$ cat config.mk
export PLATFORM = sky130hd
export DESIGN_NAME = keypad_scanner
export DESIGN_NICKNAME = d
export VERILOG_FILES = /design/src/rtl/keypad_scanner.sv
export SDC_FILE = /design/constraint.sdc
export NUM_CORES = 1
export LEC_CHECK = 0
export CAP_MARGIN = 25
export CORE_MARGIN = 1
export CORE_UTILIZATION = 45
export DETAILED_ROUTE_END_ITERATION = 12
export SYNTH_ARGS = -nofsm -noshare
export SYNTH_HDL_FRONTEND = slang
export SYNTH_SLANG_ARGS = --single-unit
$ cat constraint.sdc
create_clock -name i_clock -period 13.9 [get_ports i_clock]
set_input_delay 3.475 -clock i_clock [delete_from_list [all_inputs] [get_ports i_clock]]
set_output_delay 3.475 -clock i_clock [all_outputs]
set_load 0.05 [all_outputs]
$ cat src/rtl/keypad_scanner.sv
// keypad_scanner: sweeps a 4x4 key matrix column by column, debounces full scans
// and reports single-key presses as a 4-bit code with a one-cycle strobe.
module keypad_scanner #(
  parameter logic [31:0] SCAN_TICKS     = 32'd50,
  parameter int          DEBOUNCE_SCANS = 4
) (
  input  logic       i_clock,
  input  logic       i_reset_n,
  input  logic [3:0] i_rows,
  output logic [3:0] o_cols,
  output logic [3:0] o_key_code,
  output logic       o_key_valid,
  output logic       o_key_down
);
  localparam int TW = $clog2(SCAN_TICKS);
  localparam int MW = $clog2(DEBOUNCE_SCANS + 1);
  localparam logic [4:0] NONE = 5'h10;
  typedef enum logic {IDLE, PRESSED} state_t;
  state_t        r_state;
  logic [3:0]    r_rows_s1, r_rows_s2;
  logic [TW-1:0] r_tick;
  logic [1:0]    r_col;
  logic [11:0]   r_snap;
  logic [4:0]    r_prev;
  logic [MW-1:0] r_match;
  logic [3:0]    r_key_code;
  logic          r_key_valid, r_key_down;
  logic          w_last, w_eval, w_acc;
  logic [15:0]   w_full;
  logic [4:0]    w_ones, w_cand;
  logic [MW-1:0] w_match_nxt;
  assign o_cols      = ~(4'b0001 << r_col);
  assign o_key_code  = r_key_code;
  assign o_key_valid = r_key_valid;
  assign o_key_down  = r_key_down;
  assign w_last      = r_tick == TW'(SCAN_TICKS - 32'd1);
  assign w_eval      = w_last && r_col == 2'd3;
  // column 3 is sampled on the very cycle the scan is evaluated, so use it live
  assign w_full      = {~r_rows_s2, r_snap};
  always_comb begin
    w_ones = '0;
    w_cand = NONE;
    for (int i = 0; i < 16; i++)
      if (w_full[i]) begin
        w_ones = w_ones + 5'd1;
        w_cand = {1'b0, 4'(i)};
      end
    if (w_ones != 5'd1) w_cand = NONE;
  end
  assign w_match_nxt = (w_cand != r_prev) ? MW'(1) :
                       (r_match == MW'(DEBOUNCE_SCANS)) ? r_match : r_match + 1'b1;
  assign w_acc = w_eval && w_match_nxt == MW'(DEBOUNCE_SCANS);
  always_ff @(posedge i_clock or negedge i_reset_n) begin
    if (!i_reset_n) begin
      r_rows_s1 <= 4'hF;
      r_rows_s2 <= 4'hF;
      r_tick    <= '0;
      r_col     <= '0;
      r_snap    <= '0;
      r_prev    <= NONE;
      r_match   <= '0;
    end else begin
      r_rows_s1 <= i_rows;
      r_rows_s2 <= r_rows_s1;
      r_tick    <= w_last ? '0 : r_tick + 1'b1;
      r_col     <= w_last ? r_col + 2'd1 : r_col;
      for (int k = 0; k < 3; k++)
        if (w_last && r_col == 2'(k)) r_snap[k*4 +: 4] <= ~r_rows_s2;
      if (w_eval) begin
        r_prev  <= w_cand;
        r_match <= w_match_nxt;
      end
    end
  end
  always_ff @(posedge i_clock or negedge i_reset_n) begin
    if (!i_reset_n) begin
      r_state     <= IDLE;
      r_key_code  <= 4'h0;
      r_key_valid <= 1'b0;
      r_key_down  <= 1'b0;
    end else begin
      r_key_valid <= 1'b0;
      if (w_acc && !w_cand[4] && (r_state == IDLE || w_cand[3:0] != r_key_code)) begin
        r_state     <= PRESSED;
        r_key_code  <= w_cand[3:0];
        r_key_valid <= 1'b1;
        r_key_down  <= 1'b1;
      end else if (w_acc && w_cand[4]) begin
        r_state    <= IDLE;
        r_key_down <= 1'b0;
      end
    end
  end
endmodule

Word-level counts from Yosys, hierarchy flattened
Index checks and enable logic that the tools add are counted.
- add/sub/neg operators: 18
- equal/unequal tests: 9
- shift-type cells: 1
- mux-type cells: 39
- bitwise gates (word level): 3
- reduce and logical (&&, ||, !) cells: 12
- operator list (kind ; number):
    2-to-1 mux 5 bit ; 32
    adder 5 x 1 -> 5 bit (second input constant) ; 15
    logical AND 1 bit ; 8
    inverter 4 bit ; 2
    adder 6 x 1 -> 6 bit (second input constant) ; 1
    equality test 3 bit (second input constant) ; 2
    equality test 6 bit (second input constant) ; 1
    2-to-1 mux 3 bit ; 2
    2-to-1 mux 6 bit ; 1
    != test 5 x 1 -> 1 bit (second input constant) ; 1
    != test 5 bit ; 1
    equality test 2 bit (second input constant) ; 2
    2-to-1 mux 1 bit ; 4
    != test 4 bit ; 1
    << shifter 1 x 2 -> 4 bit (first input constant) ; 1
    adder 3 x 1 -> 3 bit (second input constant) ; 1
    adder 2 x 1 -> 2 bit (second input constant) ; 1
    equality test 2 x 1 -> 1 bit (second input constant) ; 1
    zero test 2 bit ; 1
    nonzero test 2 bit ; 1
    zero test 1 bit ; 1
    logical OR 1 bit ; 1
    inverter 1 bit ; 1
- bits in registers: 42
- input port bits: 6
- output and inout bits: 10
- logic and storage cells: 94

Logic depth before layout (Yosys ltp)
Gate-level depths: netlist of run 1.
- depth after elaboration: 40
- gate-level depth with buffers: 54
- depth with buffers taken out: 54

Least setup slack after synthesis of run 1
No wires, ideal clock.
- path kind: reg-to-reg
- start point: register r_snap[0]
- end point: register r_key_code[3], in the netlist o_key_code[3]
- library setup time: 0.125 ns
- arrival time: 10.193 ns
- data required time: 13.775 ns
- slack: 3.582 ns
- stages on the path, launching flop included: 54
- path buffers: 0
- period minus slack after synthesis: 10.318 ns
- cells stage by stage: dfrtp_1 > inv_1 > ha_1 > xor2_1 > ha_1 > nand2_1 > o31ai_1 > ha_1 > mux2_2 > ha_1 > nand2_1 > o41ai_4 > or2_2 > ha_1 > nand2b_1 > o31ai_1 > inv_1 > ha_1 > (+18 left out) > o21ai_0 > o21a_1 > inv_1 > ha_1 > nand2_1 > o21ai_0 > ha_1 > mux2_2 > ha_1 > or3_1 > o22ai_1 > or3b_1 > or2_1 > nand3_2 > a22oi_1 > a311oi_4 > nand3_4 > mux2_4
- longest elaborated chain between the ends: 39
- elaborated cells between the ends (all ways): 58
- those cells by class: add/sub (15); eq/ne (4); mux (34); reduce/logical (5)
- RTL lines (element ; RTL line ; source):
    start, declared ; 23 ; logic [11:0] r_snap;
    start signal, assigned by index ; 68 ; if (w_last && r_col == 2'(k)) r_snap[k*4 +: 4] <= ~r_rows_s2;
    2-to-1 mux 1 bit ; 44 ; if (w_full[i]) begin
    adder 5 x 1 -> 5 bit ; 45 ; w_ones = w_ones + 5'd1;
    2-to-1 mux 5 bit ; 44 ;
    adder 5 x 1 -> 5 bit ; 45 ;
    2-to-1 mux 5 bit ; 44 ;
    adder 5 x 1 -> 5 bit ; 45 ;
    2-to-1 mux 5 bit ; 44 ;
    adder 5 x 1 -> 5 bit ; 45 ;
    (+22 left out) ; n/a ;
    2-to-1 mux 5 bit ; 44 ;
    != test 5 x 1 -> 1 bit ; 48 ; if (w_ones != 5'd1) w_cand = NONE;
    2-to-1 mux 5 bit (*) ; 48 ;
    != test 5 bit ; 50 ; assign w_match_nxt = (w_cand != r_prev) ? MW'(1) :
    2-to-1 mux 3 bit ; 50 ;
    equality test 3 bit ; 52 ; assign w_acc = w_eval && w_match_nxt == MW'(DEBOUNCE_SCANS);
    logical AND 1 bit ; 52 ;
    logical AND 1 bit (2 in series) ; 83 ; if (w_acc && !w_cand[4] && (r_state == IDLE || w_cand[3:0] != r_key_code)) begin
    end signal, assigned ; 85 ; r_key_code <= w_cand[3:0];
    end, declared ; 26 ; logic [3:0] r_key_code;
Every way passes the cells marked *; elsewhere a longest branch is shown, timed or not.
A chain may end at the register's enable or synchronous reset.

Worst setup path after layout of run 1
- start point: register r_snap[1]
- end point: register r_key_code[2], in the netlist o_key_code[2]
- longest elaborated chain between the ends: 37
- elaborated cells between the ends (all ways): 55
- those cells by class: add/sub (14); eq/ne (4); mux (32); reduce/logical (5)
- RTL lines (element ; RTL line):
    2-to-1 mux 5 bit ; 44
    adder 5 x 1 -> 5 bit ; 45
    2-to-1 mux 5 bit ; 44
    adder 5 x 1 -> 5 bit ; 45
    2-to-1 mux 5 bit ; 44
    adder 5 x 1 -> 5 bit ; 45
    2-to-1 mux 5 bit ; 44
    adder 5 x 1 -> 5 bit ; 45
    (+20 left out) ; n/a
    2-to-1 mux 5 bit ; 44
    != test 5 x 1 -> 1 bit ; 48
    2-to-1 mux 5 bit (*) ; 48
    != test 5 bit ; 50
    2-to-1 mux 3 bit ; 50
    equality test 3 bit ; 52
    logical AND 1 bit ; 52
    logical AND 1 bit (2 in series) ; 83
Marks and branches as above.

==> results.json, run 1 <==
{
  "r2r-end": "o_key_code[2]",
  "vias": 2891,
  "synthFlopType": "dfrtp_1",
  "synth_cells": 428,
  "slew_headroom_pct": 39.8,
  "power_mw": 0.247,
  "ys_types": 72,
  "cts.clk_slew.worst_paths_ps": 80,
  "antenna_found_initial": 0,
  "worst_slew_pin_slew_ps": 904,
  "io_pins": 16,
  "top_usage_layer": "met2",
  "num_antenna_cells": 0,
  "vias_per_cell": 5.34,
  "cts_buffers": 5,
  "fin_worst_skew_ps": 4.28,
  "dp.cells": 533,
  "hold_viol_final": 0,
  "grt_max_degree": 43,
  "wl_microns": 7330,
  "met2_usage_pct": 29.7,
  "sequentialPowerShare_pct": 51.3,
  "worstPathArrival_ps": 11520,
  "syn_nets": 458,
  "reg2reg_depth": 53,
  "maxCapViolations": 0,
  "hold_class": "register to register",
  "yosysWarningCount": 0,
  "htreeDepth": 2,
  "crit_top_cell": "ha_1",
  "cts_tree": "done",
  "sw_frac_of_total_pct": 23.3,
  "r2r_slack_ps": 2550,
  "endpoint": "o_key_code[2]",
  "worstSetupStartpoint": "r_snap[1]",
  "yosys.area.top_type": "dfrtp_1",
  "cts_hold_buf": 0,
  "cts.repair.resized": 0,
  "max_freq_mhz": 88.1,
  "synthArstFlopShare_pct": 100,
  "period_needed_ps": 11350,
  "rsz0062_at_grt": "false",
  "synth_common_cells": "nand2_1, dfrtp_1, nor2_1, o21ai_0, inv_1",
  "seq_area_frac_synth_pct": 27.9,
  "hpwl_microns": 5680,
  "start_kind": "register",
  "drtAntennaViolNets": 0,
  "layout_worst_path_cycle_share_pct": 81.6,
  "start_util_pct": 46.4,
  "cts_root_buffer": "clkbuf_8",
  "worst_skew_pair.late_latency_ps": 290,
  "ys_seq_elements": 42,
  "power_frac_clock_pct": 37.8,
  "synth_area_leaders": "dfrtp_1, ha_1, dfstp_2, xnor2_1, nand2_1",
  "grt_overflow": 0,
  "dieHeight_microns": 94.0,
  "syn_area_sq_um": 3810,
  "drv_slew": 0,
  "drive_above_1_share_pct": 10.1,
  "pwr-share-comb_pct": 10.9,
  "num_rows": 33,
  "yosysTopAreaCellShare_pct": 21.7,
  "dieArea_sq_um": 8840,
  "outcome": "finished, final reports clean",
  "ir_drop_v": 0.0000727,
  "leakagePower_nw": 1.83,
  "grt_use_met1_pct": 24.7,
  "path_max_fanout": 6,
  "yosysMostFrequentCell": "nand2_1",
  "fin_nets": 465,
  "detail_route.wl_per_cell_microns": 13.5,
  "avgSynthCellArea_sq_um": 8.91,
  "synth_edf_count": 0,
  "p_per_area_nw_per_um2": 59.9,
  "port_buffers": 15,
  "p_sw_mw": 0.0575,
  "slowest_stage": "a311oi_4",
  "setup_tns_ps": 0,
  "required_ps": 14080,
  "use_met3_pct": 1.86,
  "cts_sinks": 42,
  "nFillCells": 764,
  "firstDrtPassIters": 4,
  "grt_usage_pct": 17.8,
  "place_congestion": 0.817,
  "critPathMaxStageDelay_ps": 460,
  "holdWs_ps": 358,
  "cp-end-kind": "register",
  "die_w_microns": 94.0,
  "drt_first_iter_violations": 127,
  "clockBufferDepth": 2,
  "crit_type": "register to register",
  "grt_pass1_vias": 2676,
  "placed_area_sq_um": 4020,
  "rr_startpoint": "r_snap[1]",
  "areaGrowthSynthToFinish_pct": 8.17,
  "fin_cells": 541,
  "postCtsSetupRepairBufs": 0,
  "fin_area_sq_um": 4120,
  "setup_viol": 0,
  "p_int_mw": 0.190,
  "core-area_sq_um": 8220,
  "drc_errors": 0,
  "grt_pass1_wl_microns": 12600
}
-- metal layers --
metal	vias up	part of all wire (%)
met5	-	0
met3	5	1.8
li1	1529	-
met2	26	46
met1	1331	52
met4	0	0.89
-- cell type report --
| class | instances | area (sq um) | area share [%] |
|---|---|---|---|
| multi-input combinational | 343 | 2570 | 62.3 |
| inverter | 27 | 101 | 2.46 |
| clock inverter | 1 | 30.0 | 0.728 |
| sequential | 42 | 1060 | 25.8 |
| tap | 105 | 131 | 3.19 |
| clock buffer | 7 | 76.3 | 1.85 |
| timing repair buffer | 16 | 153 | 3.70 |
-- power groups by stage --
| stage | Sequential (mW) | Combinational, mW | Clock, mW |
|---|---|---|---|
| after floorplan | 0.127 | 0.0206 | 0 |
| after global placement | 0.129 | 0.0267 | 0 |
| after detailed placement | 0.129 | 0.0274 | 0 |
| after CTS | 0.127 | 0.0275 | 0.0974 |
| after global routing | 0.127 | 0.0306 | 0.101 |
| final | 0.127 | 0.0270 | 0.0934 |
-- cells in the final DEF (no fill, tap or decap), types with 13 or more instances in the layout --
cell type / instances
nand3_1: 16
xnor2_1: 25
xor2_1: 13
inv_1: 27
clkdlybuf4s50_1: 14
nand2_1: 52
nor2_1: 32
ha_1: 24
o21ai_0: 32
dfrtp_1: 33
-- sequential cells by signal, indices dropped and copies added, names as in the netlist --
signal and flops:
r_snap 12, r_tick 6, r_prev 5, o_key_code 4
r_rows_s1 4, r_rows_s2 4, r_match 3, r_col 2
o_key_down 1, o_key_valid 1
-- logic make-up after synthesis --
logic type / synth area share, %
xor+xnor: 17.3
flops: 27.9
buf+inv: 4.73
compound gates: 16.6
mux: 3.58
simple gates: 21.8
fa+ha+maj: 8.14
-- worst min-delay path by stage --
stage	depth (start not counted)	start	end
floorplan	0	r_rows_s1[0]	r_rows_s2[0]
global placement	0	r_rows_s1[0]	r_rows_s2[0]
detailed placement	0	r_rows_s1[1]	r_rows_s2[1]
CTS	0	r_rows_s1[1]	r_rows_s2[1]
global route	0	r_rows_s1[1]	r_rows_s2[1]
finish	0	r_rows_s1[0]	r_rows_s2[0]
-- critical path: cells and delay by family (launching register included) --
family / cells / cell delay (ps)
adder cells (fa/ha/maj): 14 / 4190
flip-flops: 1 / 390
multiplexers: 3 / 860
buffers and inverters: 5 / 350
AO/OA/AOI/OAI: 18 / 3080
XOR/XNOR: 1 / 310
AND/OR/NAND/NOR: 12 / 2070
-- metrics by stage --
stage | utilization, % | setup WS [ps]
3_3_place_gp | 48.9 | 2810
3_5_place_dp | 48.9 | 2580
2_1_floorplan | - | 3580
4_1_cts | 50.2 | 2540
6_report | 50.2 | 2550
5_1_grt | 50.2 | 1540
(Power assumes the default switching activity.)
==> inputs of run 2 (changes only) <==
==> constraint.sdc (replaced) <==
create_clock -name i_clock -period 10.26 [get_ports i_clock]
set_input_delay 2.565 -clock i_clock [delete_from_list [all_inputs] [get_ports i_clock]]
set_output_delay 2.565 -clock i_clock [all_outputs]
set_load 0.05 [all_outputs]
==> results.json, run 2 (synthesis gave the netlist of run 1 again) <==
{
  "reg_top3": "r_snap (12), r_tick (6), r_prev (5)",
  "hold_end": "r_rows_s2[3]",
  "crit_type": "register to register",
  "start_kind": "register",
  "critPathMaxStageDelay_ps": 400,
  "layout_commonest_cell": "nand2_1",
  "layout_worst_path_cycle_share_pct": 95.8,
  "cts_root_buffer": "clkbuf_8",
  "placed_area_sq_um": 4270,
  "cts.clk_slew.worst_paths_ps": 90,
  "vias": 3144,
  "cts_hold_buf": 0,
  "ff_latch_area_sq_um": 1060,
  "areaGrowthSynthToFinish_pct": 23.3,
  "power_frac_clock_pct": 32.9,
  "worst_skew_pair.late_latency_ps": 300,
  "period_needed_ps": 9830,
  "outcome": "finished, final reports clean",
  "rr_startpoint": "r_snap[0]",
  "fin_area_sq_um": 4700,
  "htreeDepth": 2,
  "setup_tns_ps": 0,
  "p_sw_mw": 0.0889,
  "fin_cells": 583,
  "dieHeight_microns": 94.0,
  "r2r_slack_ps": 430,
  "clockBufferDepth": 2,
  "largest_register_ff_count": 12,
  "grt_pass1_vias": 2988,
  "path_max_fanout": 5,
  "slowest_stage": "or3b_4",
  "final_util_pct": 57.2,
  "start_util_pct": 46.4,
  "drv_slew": 0,
  "drt_first_iter_violations": 84,
  "leakagePower_nw": 2.07,
  "hp-start": "r_rows_s1[3]",
  "cts_buffers": 5,
  "place_congestion": 0.774,
  "grt_overflow": 0,
  "drtAntennaViolNets": 0,
  "dieArea_sq_um": 8840,
  "hpwl_microns": 6070,
  "cp_num_buf_inv": 7,
  "cp-end-kind": "register",
  "hold_class": "register to register",
  "max_freq_mhz": 102,
  "hold_viol_final": 0,
  "sequentialPowerShare_pct": 51.9,
  "maxCapViolations": 0,
  "holdPathStages": 0,
  "r2r-end": "o_key_code[2]",
  "core-area_sq_um": 8220,
  "pwr-share-comb_pct": 15.2,
  "slew_headroom_pct": 48.8,
  "reg2reg_depth": 53,
  "die_w_microns": 94.0,
  "dp.cells": 565,
  "p_per_area_nw_per_um2": 70.4,
  "detail_route.wl_per_cell_microns": 14.1,
  "max_flop_register": "r_snap",
  "p_int_mw": 0.242,
  "crit_top_cell": "ha_4",
  "worstPathArrival_ps": 10000,
  "port_buffers": 15,
  "drc_errors": 0,
  "grt_max_degree": 43,
  "holdWs_ps": 350,
  "grt_pass1_wl_microns": 13600,
  "nFillCells": 724,
  "cp_top_family": "adder cells",
  "io_pins": 16,
  "num_rows": 33,
  "ir_drop_v": 0.000129,
  "wl_microns": 8200,
  "num_antenna_cells": 0,
  "layout_common_cells": "nand2_1, buf_4, dfrtp_1, nor2_1, xnor2_1",
  "antenna_found_initial": 0,
  "worst_slew_pin_slew_ps": 766,
  "multiInputGateArea_sq_um": 2830,
  "cts_tree": "done",
  "setup_viol": 0,
  "fin_worst_skew_ps": 10.2,
  "firstDrtPassIters": 4,
  "required_ps": 10440,
  "vias_per_cell": 5.39,
  "sw_frac_of_total_pct": 26.8,
  "cts_sinks": 42,
  "fin_nets": 507,
  "grt_usage_pct": 19.3,
  "drive_above_1_share_pct": 26.4
}
## run 2: cell count changes in the layout (fill, tap and decap cells not counted), sizes merged
cell and change:
bufinv -1, clkbuf -2, inv +1, buf +42
clkinvlp +2
## run 2: power by group through the flow
stage	clock network [mW]	logic, mW	registers, mW
floorplan	0	0.0279	0.173
global placement	0	0.0425	0.175
detailed placement	0	0.0437	0.175
CTS	0.114	0.0447	0.172
global route	0.118	0.0561	0.172
finish	0.109	0.0504	0.172
## run 2: worst max-delay path by stage
stage                     startpoint       endpoint  slack, ps  cells after the start
after floorplan            r_snap[0]  o_key_code[3]          1                     53
after global placement     r_snap[0]  o_key_code[3]         30                     54
after detailed placement   r_snap[0]  o_key_code[0]       -270                     54
after CTS                  r_snap[0]     r_match[0]         40                     55
after global routing       r_snap[1]  o_key_code[2]         -9                     53
final                      r_snap[0]  o_key_code[2]        430                     53
## run 2: what timing repair did
action,4_1_cts,5_1_grt
setup endpoints to repair,9,14
buffers inserted,2,7
pin swaps,5,17
gates resized for setup,10,45
## run 2: area by class of cell
type,count,area share [%]
clock buffer,5,1.46
clock inverter,3,0.506
inverter,27,2.16
multi-input combinational,343,60.3
sequential,42,22.6
tap,105,2.79
timing repair buffer,58,10.2
## run 2: metal layers
layer | global-route usage [%] | routed length, microns
met1 | 25.2 | 3920
met2 | 33.6 | 4090
met3 | 1.94 | 106
met4 | 5.38 | 91
met5 | 0 | 0
## run 2: worst reg2reg max path, delay by kind of cell (launching register included)
family	cells	cell delay (ps)
buffers and inverters	7	650
flip-flops	1	390
multiplexers	3	910
AO/OA/AOI/OAI	16	2030
XOR/XNOR	1	180
adder cells (fa/ha/maj)	13	3390
AND/OR/NAND/NOR	13	2150
## run 2: through the flow
step                worst slack, ps  total power [mW]
floorplan                      1.34             0.200
global placement               32.8             0.217
detailed placement             -274             0.219
CTS                            38.0             0.331
global route                  -9.36             0.346
finish                          433             0.331
